--- config.mk ---
export PLATFORM = sky130hd
export DESIGN_NAME = incline_fusion
export DESIGN_NICKNAME = d
export VERILOG_FILES = /design/src/rtl/incline_fusion.sv
export SDC_FILE = /design/constraint.sdc
export NUM_CORES = 1
export LEC_CHECK = 0
export ABC_AREA = 1
export CAP_MARGIN = 5
export CORE_MARGIN = 3
export CORE_UTILIZATION = 55
export CTS_BUF_LIST = sky130_fd_sc_hd__clkbuf_4 sky130_fd_sc_hd__clkbuf_8 sky130_fd_sc_hd__clkbuf_16
export CTS_CLUSTER_SIZE = 25
export DETAILED_ROUTE_END_ITERATION = 10
export DONT_BUFFER_PORTS = 1
export PLACE_DENSITY = 0.7
export SETUP_SLACK_MARGIN = 0.5
export SYNTH_ARGS = -nofsm -noshare
export SYNTH_HDL_FRONTEND = slang
export SYNTH_SLANG_ARGS = --single-unit
--- constraint.sdc ---
create_clock -name clk -period 22.6 [get_ports clk]
set_clock_uncertainty 0.05 [all_clocks]
set_input_delay 4.52 -clock clk [delete_from_list [all_inputs] [get_ports clk]]
set_output_delay 4.52 -clock clk [all_outputs]
set_load 0.01 [all_outputs]
--- src/rtl/incline_fusion.sv ---
// Roll-incline fusion stage: integrates the offset-compensated roll rate and
// pulls it toward the accelerometer incline. The integrator is seeded from the accelerometer at start-up.
module incline_fusion #(
  parameter logic signed [15:0] ROLL_OFF    = 16'sd80,
  parameter logic signed [15:0] AY_OFF      = 16'sd0,
  parameter int                 FUSION_STEP = 1024,
  parameter int                 SETTLE      = 4
) (
  input  logic               clk,
  input  logic               rst_n,
  input  logic               vld,
  input  logic signed [15:0] roll_rt,
  input  logic signed [15:0] AY,
  input  logic signed [15:0] AZ,
  output logic signed [12:0] incline,
  output logic               incline_vld,
  output logic               settled
);

  localparam int DATA_W = 16;
  localparam int COEF_W = 16;
  localparam int PROD_W = 32;
  localparam int INT_W  = 27;
  localparam int SUM_W  = INT_W + 1;
  localparam int INC_W  = 13;
  localparam int FRAC_W = INT_W - INC_W;
  localparam logic signed [COEF_W-1:0] ACC_COEF = 16'sd327;

  typedef enum logic {SEED, RUN} state_t;

  logic signed [DATA_W-1:0] roll_comp_p1;
  logic signed [DATA_W-1:0] ay_comp_p1;
  logic                     az_pos_p1;
  logic                     vld_p1;

  logic signed [PROD_W-1:0] acc_prod;
  logic signed [INC_W-1:0]  incline_acc;
  logic signed [SUM_W-1:0]  fusion;
  logic signed [SUM_W-1:0]  sum;
  logic signed [INT_W-1:0]  roll_int;

  state_t     state, state_nxt;
  logic [7:0] settle_cnt;

  // Clamp a 28-bit sum into the 27-bit integrator range instead of wrapping.
  function automatic logic signed [INT_W-1:0] sat_int(input logic signed [SUM_W-1:0] v);
    if (v[SUM_W-1] != v[SUM_W-2])
      sat_int = v[SUM_W-1] ? {1'b1, {(INT_W-1){1'b0}}} : {1'b0, {(INT_W-1){1'b1}}};
    else
      sat_int = v[INT_W-1:0];
  endfunction

  // Stage 1: offset compensation, captured only on valid samples
  always_ff @(posedge clk or negedge rst_n) begin
    if (!rst_n) begin
      vld_p1       <= 1'b0;
      roll_comp_p1 <= '0;
      ay_comp_p1   <= '0;
      az_pos_p1    <= 1'b0;
    end else begin
      vld_p1 <= vld;
      if (vld) begin
        roll_comp_p1 <= roll_rt - ROLL_OFF;
        ay_comp_p1   <= AY - AY_OFF;
        az_pos_p1    <= (AZ > 16'sd0);
      end
    end
  end

  assign acc_prod    = PROD_W'(ay_comp_p1) * PROD_W'(ACC_COEF);
  assign incline_acc = INC_W'(acc_prod >>> 13);
  assign incline     = roll_int[INT_W-1:FRAC_W];

  // Correction is suppressed when gravity is not on +Z (sensor upside down or in free fall).
  always_comb begin
    fusion = '0;
    if (az_pos_p1) begin
      if (incline_acc > incline)
        fusion = SUM_W'(FUSION_STEP);
      else if (incline_acc < incline)
        fusion = SUM_W'(-FUSION_STEP);
    end
  end

  assign sum = SUM_W'(roll_int) - SUM_W'(roll_comp_p1) + fusion;

  always_comb begin
    state_nxt = state;
    if (state == SEED && vld_p1 && settle_cnt == 8'(SETTLE - 1))
      state_nxt = RUN;
  end

  // Stage 2: seed or integrate, and publish the incline
  always_ff @(posedge clk or negedge rst_n) begin
    if (!rst_n) begin
      state       <= SEED;
      settle_cnt  <= '0;
      settled     <= 1'b0;
      incline_vld <= 1'b0;
      roll_int    <= '0;
    end else begin
      state       <= state_nxt;
      incline_vld <= vld_p1;
      settled     <= (state_nxt == RUN);
      if (vld_p1) begin
        if (state == SEED) begin
          roll_int   <= {incline_acc, {FRAC_W{1'b0}}};
          settle_cnt <= settle_cnt + 8'd1;
        end else begin
          roll_int <= sat_int(sum);
        end
      end
    end
  end

endmodule

==> results of run 1 <==
registers in the layout, summed over array words and instances, names as in the netlist:
| signal | cells |
|---|---|
| settle_cnt | 8 |
| roll_comp_p1 | 16 |
| state | 1 |
| incline_vld | 1 |
| roll_int | 27 |
| az_pos_p1 | 1 |
| vld_p1 | 1 |
| ay_comp_p1 | 16 |
routing by layer:
metal	track usage	vias up
li1	-	3912
met1	0.3268	3502
met5	0	-
met4	0.05826	0
met3	0.04471	22
met2	0.3899	179
synth_stat cells (all sizes together):
cell     number  share of area
nand3b        2         0.0016
o21bai       11         0.0090
nor4          8         0.0055
and2          5         0.0034
o211ai        1        0.00082
a31oi         5         0.0034
o2111ai       1        0.00096
ha          131           0.18
o21ai        67          0.038
nand2       323           0.14
nand2b        1        0.00068
nand4        10         0.0068
nand3        62          0.036
nor3b         1        0.00082
inv         279           0.11
clkbuf       11         0.0045
fa           60           0.13
or2           3         0.0021
xor2         21          0.020
nor2         91          0.038
a21oi        59          0.033
buf          16          0.014
clkinv        1        0.00041
nor3         11         0.0066
a22oi         1        0.00082
o41ai         1        0.00096
a21o          4         0.0033
dfrtp        71           0.19
xnor2        13          0.012
worst reg2reg max path, delay by kind of cell (launching register included):
family	cells	cell delay (ps)
xor+xnor	1	180
simple gates	19	2370
buf+inv	5	900
fa+ha+maj	9	3620
flops	1	480
compound gates	6	1250
through the flow:
step	worst slack, ps	hold WS (ps)	cell area [um2]	utilization	std cells
finish	13690	417.1	9543	0.5943	1475
detailed placement	13730	421.9	9241	0.5755	1459
global route	12960	460.4	9543	0.5943	1475
CTS	13720	429.9	9543	0.5943	1475
floorplan	15020	383.1	9140	-	1270
global placement	13870	402.4	9241	0.5755	1459
cell usage in the layout (no fill, tap or decap), types with 2 or more instances in the layout:
| cell | Yosys | final |
|---|---|---|
| a21oi_2 | 2 | 2 |
| nand2_1 | 312 | 312 |
| xor2_1 | 21 | 21 |
| a31oi_1 | 5 | 5 |
| nand2_2 | 9 | 9 |
| nor2_1 | 90 | 90 |
| nand3b_1 | 2 | 2 |
| a21oi_1 | 57 | 57 |
| ha_1 | 131 | 131 |
| nand3_1 | 58 | 58 |
| nor4_1 | 8 | 8 |
| nand3_2 | 4 | 4 |
| and2_1 | 5 | 5 |
| fa_1 | 60 | 60 |
| clkinv_4 | 0 | 2 |
| clkbuf_16 | 0 | 9 |
| o21ai_1 | 7 | 7 |
| o21ai_2 | 4 | 4 |
| nand4_1 | 10 | 10 |
| xnor2_1 | 13 | 13 |
| nor3_1 | 10 | 10 |
| inv_2 | 2 | 2 |
| o21bai_1 | 11 | 11 |
| nand2_4 | 2 | 2 |
| inv_1 | 277 | 277 |
| dfrtp_1 | 71 | 71 |
| o21ai_0 | 56 | 56 |
| a21o_1 | 4 | 4 |
| or2_2 | 3 | 3 |
area by class of cell:
type / count / share of cell area
Inverter: 280 / 0.1101
Tap cell: 216 / 0.02832
Clock buffer: 10 / 0.02439
Clock inverter: 6 / 0.007211
Sequential cell: 71 / 0.1862
Multi-Input combinational cell: 892 / 0.6438
cells by family (layout without fill, tap and decap cells):
group,Yosys count,count (layout),synth area share
buf+inv,307,296,0.1335
fa+ha+maj,191,191,0.3107
flops,71,71,0.1944
simple gates,517,517,0.2381
compound gates,150,150,0.09076
xor+xnor,34,34,0.03258
worst paths after layout:
check / endpoint / startpoint / slack [ps] / cells past startpoint
setup / recovery: roll_int[23] / ay_comp_p1[9] / 13690 / 40
hold / removal: state / settle_cnt[2] / 420 / 1
setup reg to reg: roll_int[23] / ay_comp_p1[9] / 13690 / 40
hold reg to reg: state / settle_cnt[2] / 420 / 1
max in group asynchronous: ay_comp_p1[3] / rst_n / 18550 / 0
min in group asynchronous: ay_comp_p1[15] / rst_n / 3810 / 0
==> summary.md, run 1 <==
| Metric | Value |
|---|---|
| Syn Area/Cell | `between 7 and 8 um2` |
| Final HPWL DP | `between 15,000 and 20,000 um` |
| Starting Density | `0.5692` |
| GRT Residual Overflow | `0` |
| Cells after synthesis | `1,270` |
| CTS tree | `done` |
| Filler Cell Count | `approximately 1,500` |
| Post-Syn Nets | `about 1,500` |
| Hold-fix buffers, CTS | `0` |
| Endpoints failing setup | `0` |
| Synth Cell Area | `~0.0091 mm2` |
| Startpoint Class | `register` |
| Max-slew violations | `0` |
| Die Ht | `about 130 um` |
| Final WL | `around 21,000 um` |
| Synth cell types | `39` |
| Final setup TNS | `0 ps` |
| RSZ-0062 raised after global routing | `false` |
| Required time of the critical path | `roughly 23,000 ps` |
| Crit share post-route | `0.3943` |
| Postcts setup bufs | `0` |
| Vias per cell | `between 5 and 6` |
| Num CTS Buffers | `9` |
| Multi-input gate area | `between 0.006 and 0.007 mm2` |
| CP bufs+invs | `5` |
| Critical path's slowest cell | `inv_1` |
| Longest Clk Path Bufs | `2` |
| GRT Util Overall | `0.2378` |
| Area grow syn2layout | `4.408%` |
| Initial antenna violation count | `0` |
| Relative slew slack | `0.4562` |
| # nets final | `about 1,500` |
| Largest net degree at the start of global routing | `72` |
| Highest Signal Layer | `met4` |
| Crit path kind | `register to register` |
| Number of port buffers | `0` |
| FMAX | `112.2 MHz` |
| Boundary Pins | `between 60 and 70` |
| # Max-Cap Violations | `0` |
| Final ANT Viol Nets | `0` |
| GP Congestion | `between 0.9 and 1` |
| Core area | `about 0.016 mm2` |
| Total number of vias | `between 7,000 and 8,000` |
| #FFs+latches synth | `71` |
| Clk slew on worst S/H paths | `60 ps` |
| Critical path's most frequent cell | `nand2_1` |
| CP delay by family, top | `adder cells` |
| Outcome | `completed` |
| CP arrival | `9140 ps` |
| Root Buffer | `clkbuf_16` |
| Worst setup EP type | `register` |
| YS warnings | `0` |
| Pre-antenna DRT Iters | `5` |
| Sequential Area | `roughly 0.0018 mm2` |
| Drt initial violations | `499` |
| Register area share after synthesis | `0.1944` |
| Wirelength per Cell | `approximately 14 um` |
| CP max FO | `15` |
| Final Critical Period | `roughly 8900 ps` |
| Wire length on met3 | `roughly 1100 um` |
| Ratio of cells with drive above 1 in the final layout | `0.03495` |
| Vias in the first global route | `between 7,000 and 8,000` |
| Slew at the pin closest to its max-slew limit | `roughly 820 ps` |
| Worst-skew pair later-pin latency | `350 ps` |
| H-tree levels | `3` |
| Antenna Cells | `0` |
| Die area | `roughly 0.018 mm2` |
| Worst min-delay path class | `register to register` |
| Fin. Hold Viols | `0` |
| Metal2 WL | `~9300 um` |
| # DRC | `0` |
| Die X | `between 100 and 150 um` |
| Slowest cell delay on critical path | `550 ps` |
| Clk sinks | `just over 70` |
| First-pass GRT wire length | `34,890 um` |
| Post-cts sizing count | `0` |
| Met1 WL | `between 9000 and 10,000 um` |
| FP Rows | `between 40 and 50` |
Power of run 1 is left out: the tool's default activity adds up to more than one toggle a clock period on the data nets, which glitch-free logic cannot reach.
==> run 2, diff against run 1 <==
- PLACE_DENSITY: 0.7 -> 0.73
- clock period: 22.6 -> 7.9 ns (I/O delays scaled with it)
==> summary.md, run 2 (synthesis results as in run 1) <==
| Metric | Value |
|---|---|
| Vias in the first global route | `8,383 (+15%)` |
| Critical path's slowest cell | `fa_1` |
| Starting Density | `0.5692 (unchanged)` |
| Core area | `0.01606 mm2 (unchanged)` |
| Pre-antenna DRT Iters | `5 (unchanged)` |
| Hold WS | `427.3 ps (+10.20 ps)` |
| Drt initial violations | `624 (+25%)` |
| Clk slew on worst S/H paths | `70 ps (about the same)` |
| Wirelength per Cell | `17.02 um (+21%)` |
| Placed standard-cell area | `0.009371 mm2 (+1.4%)` |
| Worst setup EP type | `register` |
| # nets final | `1,550 (+3.6%)` |
| Die Ht | `134.9 um (unchanged)` |
| Largest register FFs | `27 (unchanged)` |
| Longest Clk Path Bufs | `2 (unchanged)` |
| Final HPWL DP | `17,300 um (about the same)` |
| RSZ-0062 raised after global routing | `true` |
| CP arrival | `8080 ps (-1060 ps)` |
| Area grow syn2layout | `23.09%` |
| Relative slew slack | `0.4093 (-0.04690)` |
| GRT Residual Overflow | `0 (unchanged)` |
| GP Congestion | `0.9364 (+3.8%)` |
| Worst-skew pair later-pin latency | `360 ps (about the same)` |
| Boundary Pins | `66 (unchanged)` |
| Crit path kind | `register to register` |
| Top Registers | `roll_int x27, ay_comp_p1 x16, roll_comp_p1 x16` |
| Final ANT Viol Nets | `0 (unchanged)` |
| Fin. Hold Viols | `0 (unchanged)` |
| Most common cell after layout, fill and taps aside | `inv_1` |
| Antenna Cells | `0 (unchanged)` |
| Total number of vias | `8,511 (+12%)` |
| Root Buffer | `clkbuf_16` |
| End-of-flow core utilization | `0.7006 (+0.1064)` |
| Number of port buffers | `0 (unchanged)` |
| FMAX | `127.4 MHz (+13%)` |
| Startpoint Class | `register` |
| Final Critical Period | `7852 ps (-1059 ps)` |
| Num CTS Buffers | `9 (unchanged)` |
| Commonest cells after routing, fill and taps aside | `inv_1 (266), nand2_1 (255), ha_1 (88), dfrtp_1 (65), nor2_1 (62)` |
| Required time of the critical path | `8130 ps (-14,700 ps)` |
| # DRC | `0 (unchanged)` |
| GRT Util Overall | `0.2740 (+0.03627)` |
| Crit share post-route | `0.9940 (+0.5997)` |
| Largest net degree at the start of global routing | `72 (unchanged)` |
| Die X | `134.9 um (unchanged)` |
| Worst min-delay path class | `register to register` |
| Ratio of cells with drive above 1 in the final layout | `0.2300 (+0.1951)` |
| CP max FO | `14 (-1)` |
| Endpoints failing setup | `0 (unchanged)` |
| Die area | `0.01820 mm2 (unchanged)` |
| Biggest register | `roll_int` |
| First-pass GRT wire length | `39,940 um (+14%)` |
| Outcome | `completed` |
| Slowest cell delay on critical path | `560 ps (about the same)` |
| CTS tree | `done` |
| Post-route cell area | `0.01125 mm2 (+18%)` |
| Initial antenna violation count | `0 (unchanged)` |
| Max-slew violations | `0 (unchanged)` |
| # Max-Cap Violations | `0 (unchanged)` |
| Vias per cell | `5.566 (+7.8%)` |
| Final WL | `26,030 um (+26%)` |
| Clk sinks | `71 (unchanged)` |
| Slew at the pin closest to its max-slew limit | `886.1 ps (+70.35 ps)` |
| Hold-fix buffers, CTS | `0 (unchanged)` |
| FP Rows | `46 (unchanged)` |
| H-tree levels | `3 (unchanged)` |
==> run 2: changes by cell type in the layout (fill, tap and decap cells not counted), sizes merged <==
cell / change
clkinvlp: +1
inv: +3
clkinv: -2
buf: +53
clkbuf: -1
==> run 2: critical path: cells and delay by family, from the launching register on <==
kind                     cells  cell delay [ps]
buffers and inverters        7              640
AND/OR/NAND/NOR             17             2150
adder cells (fa/ha/maj)      9             3420
AO/OA/AOI/OAI                6              890
XOR/XNOR                     1              110
flip-flops                   1              470
==> run 2: path summary, 6_finish.rpt <==
kind / startpoint / endpoint / slack, ps / depth (start not counted)
worst max register to register: ay_comp_p1[10] / roll_int[7] / 50 / 40
worst max-delay path: ay_comp_p1[10] / roll_int[7] / 50 / 40
worst min-delay path: settle_cnt[7] / settle_cnt[7] / 430 / 1
max in group asynchronous: rst_n / ay_comp_p1[6] / 6790 / 0
worst min register to register: settle_cnt[7] / settle_cnt[7] / 430 / 1
min in group asynchronous: rst_n / settle_cnt[5] / 870 / 0
==> run 2: routing by layer <==
| metal | GRT usage | vias up | routed length, um |
|---|---|---|---|
| li1 | - | 4030 | - |
| met1 | 0.3492 | 4023 | 10690 |
| met2 | 0.4605 | 349 | 12290 |
| met3 | 0.05216 | 109 | 1746 |
| met4 | 0.1086 | 0 | 1298 |
| met5 | 0 | - | 0 |
==> run 2: through the flow <==
| step | TNS (ps) | cells | setup WS [ps] |
|---|---|---|---|
| final | 0 | 1529 | 47.64 |
| after global routing | -5337 | 1529 | -239.3 |
| after CTS | 0 | 1519 | 482.6 |
| after detailed placement | -3627 | 1474 | -212.2 |
| after global placement | -26.41 | 1474 | -25.51 |
| after floorplan | 0 | 1270 | 555.7 |
==> run 2: area by class of cell <==
type | count | area, um2
sequential | 71 | 1784
clock buffer | 9 | 225.2
inverter | 280 | 1065
timing repair inverter | 1 | 8.758
tap | 216 | 270.3
fill | 1189 | 4807
clock inverter | 7 | 61.31
multi-input combinational | 892 | 7366
timing repair buffer | 53 | 470.5
==> run 2: repair_timing <==
action	4_1_cts	5_1_grt
resized for setup	155	111
cloned	2	0
pin swaps	68	52
buffers inserted	27	10
setup endpoints to repair	27	27
Power of run 2 is left out for the same reason.
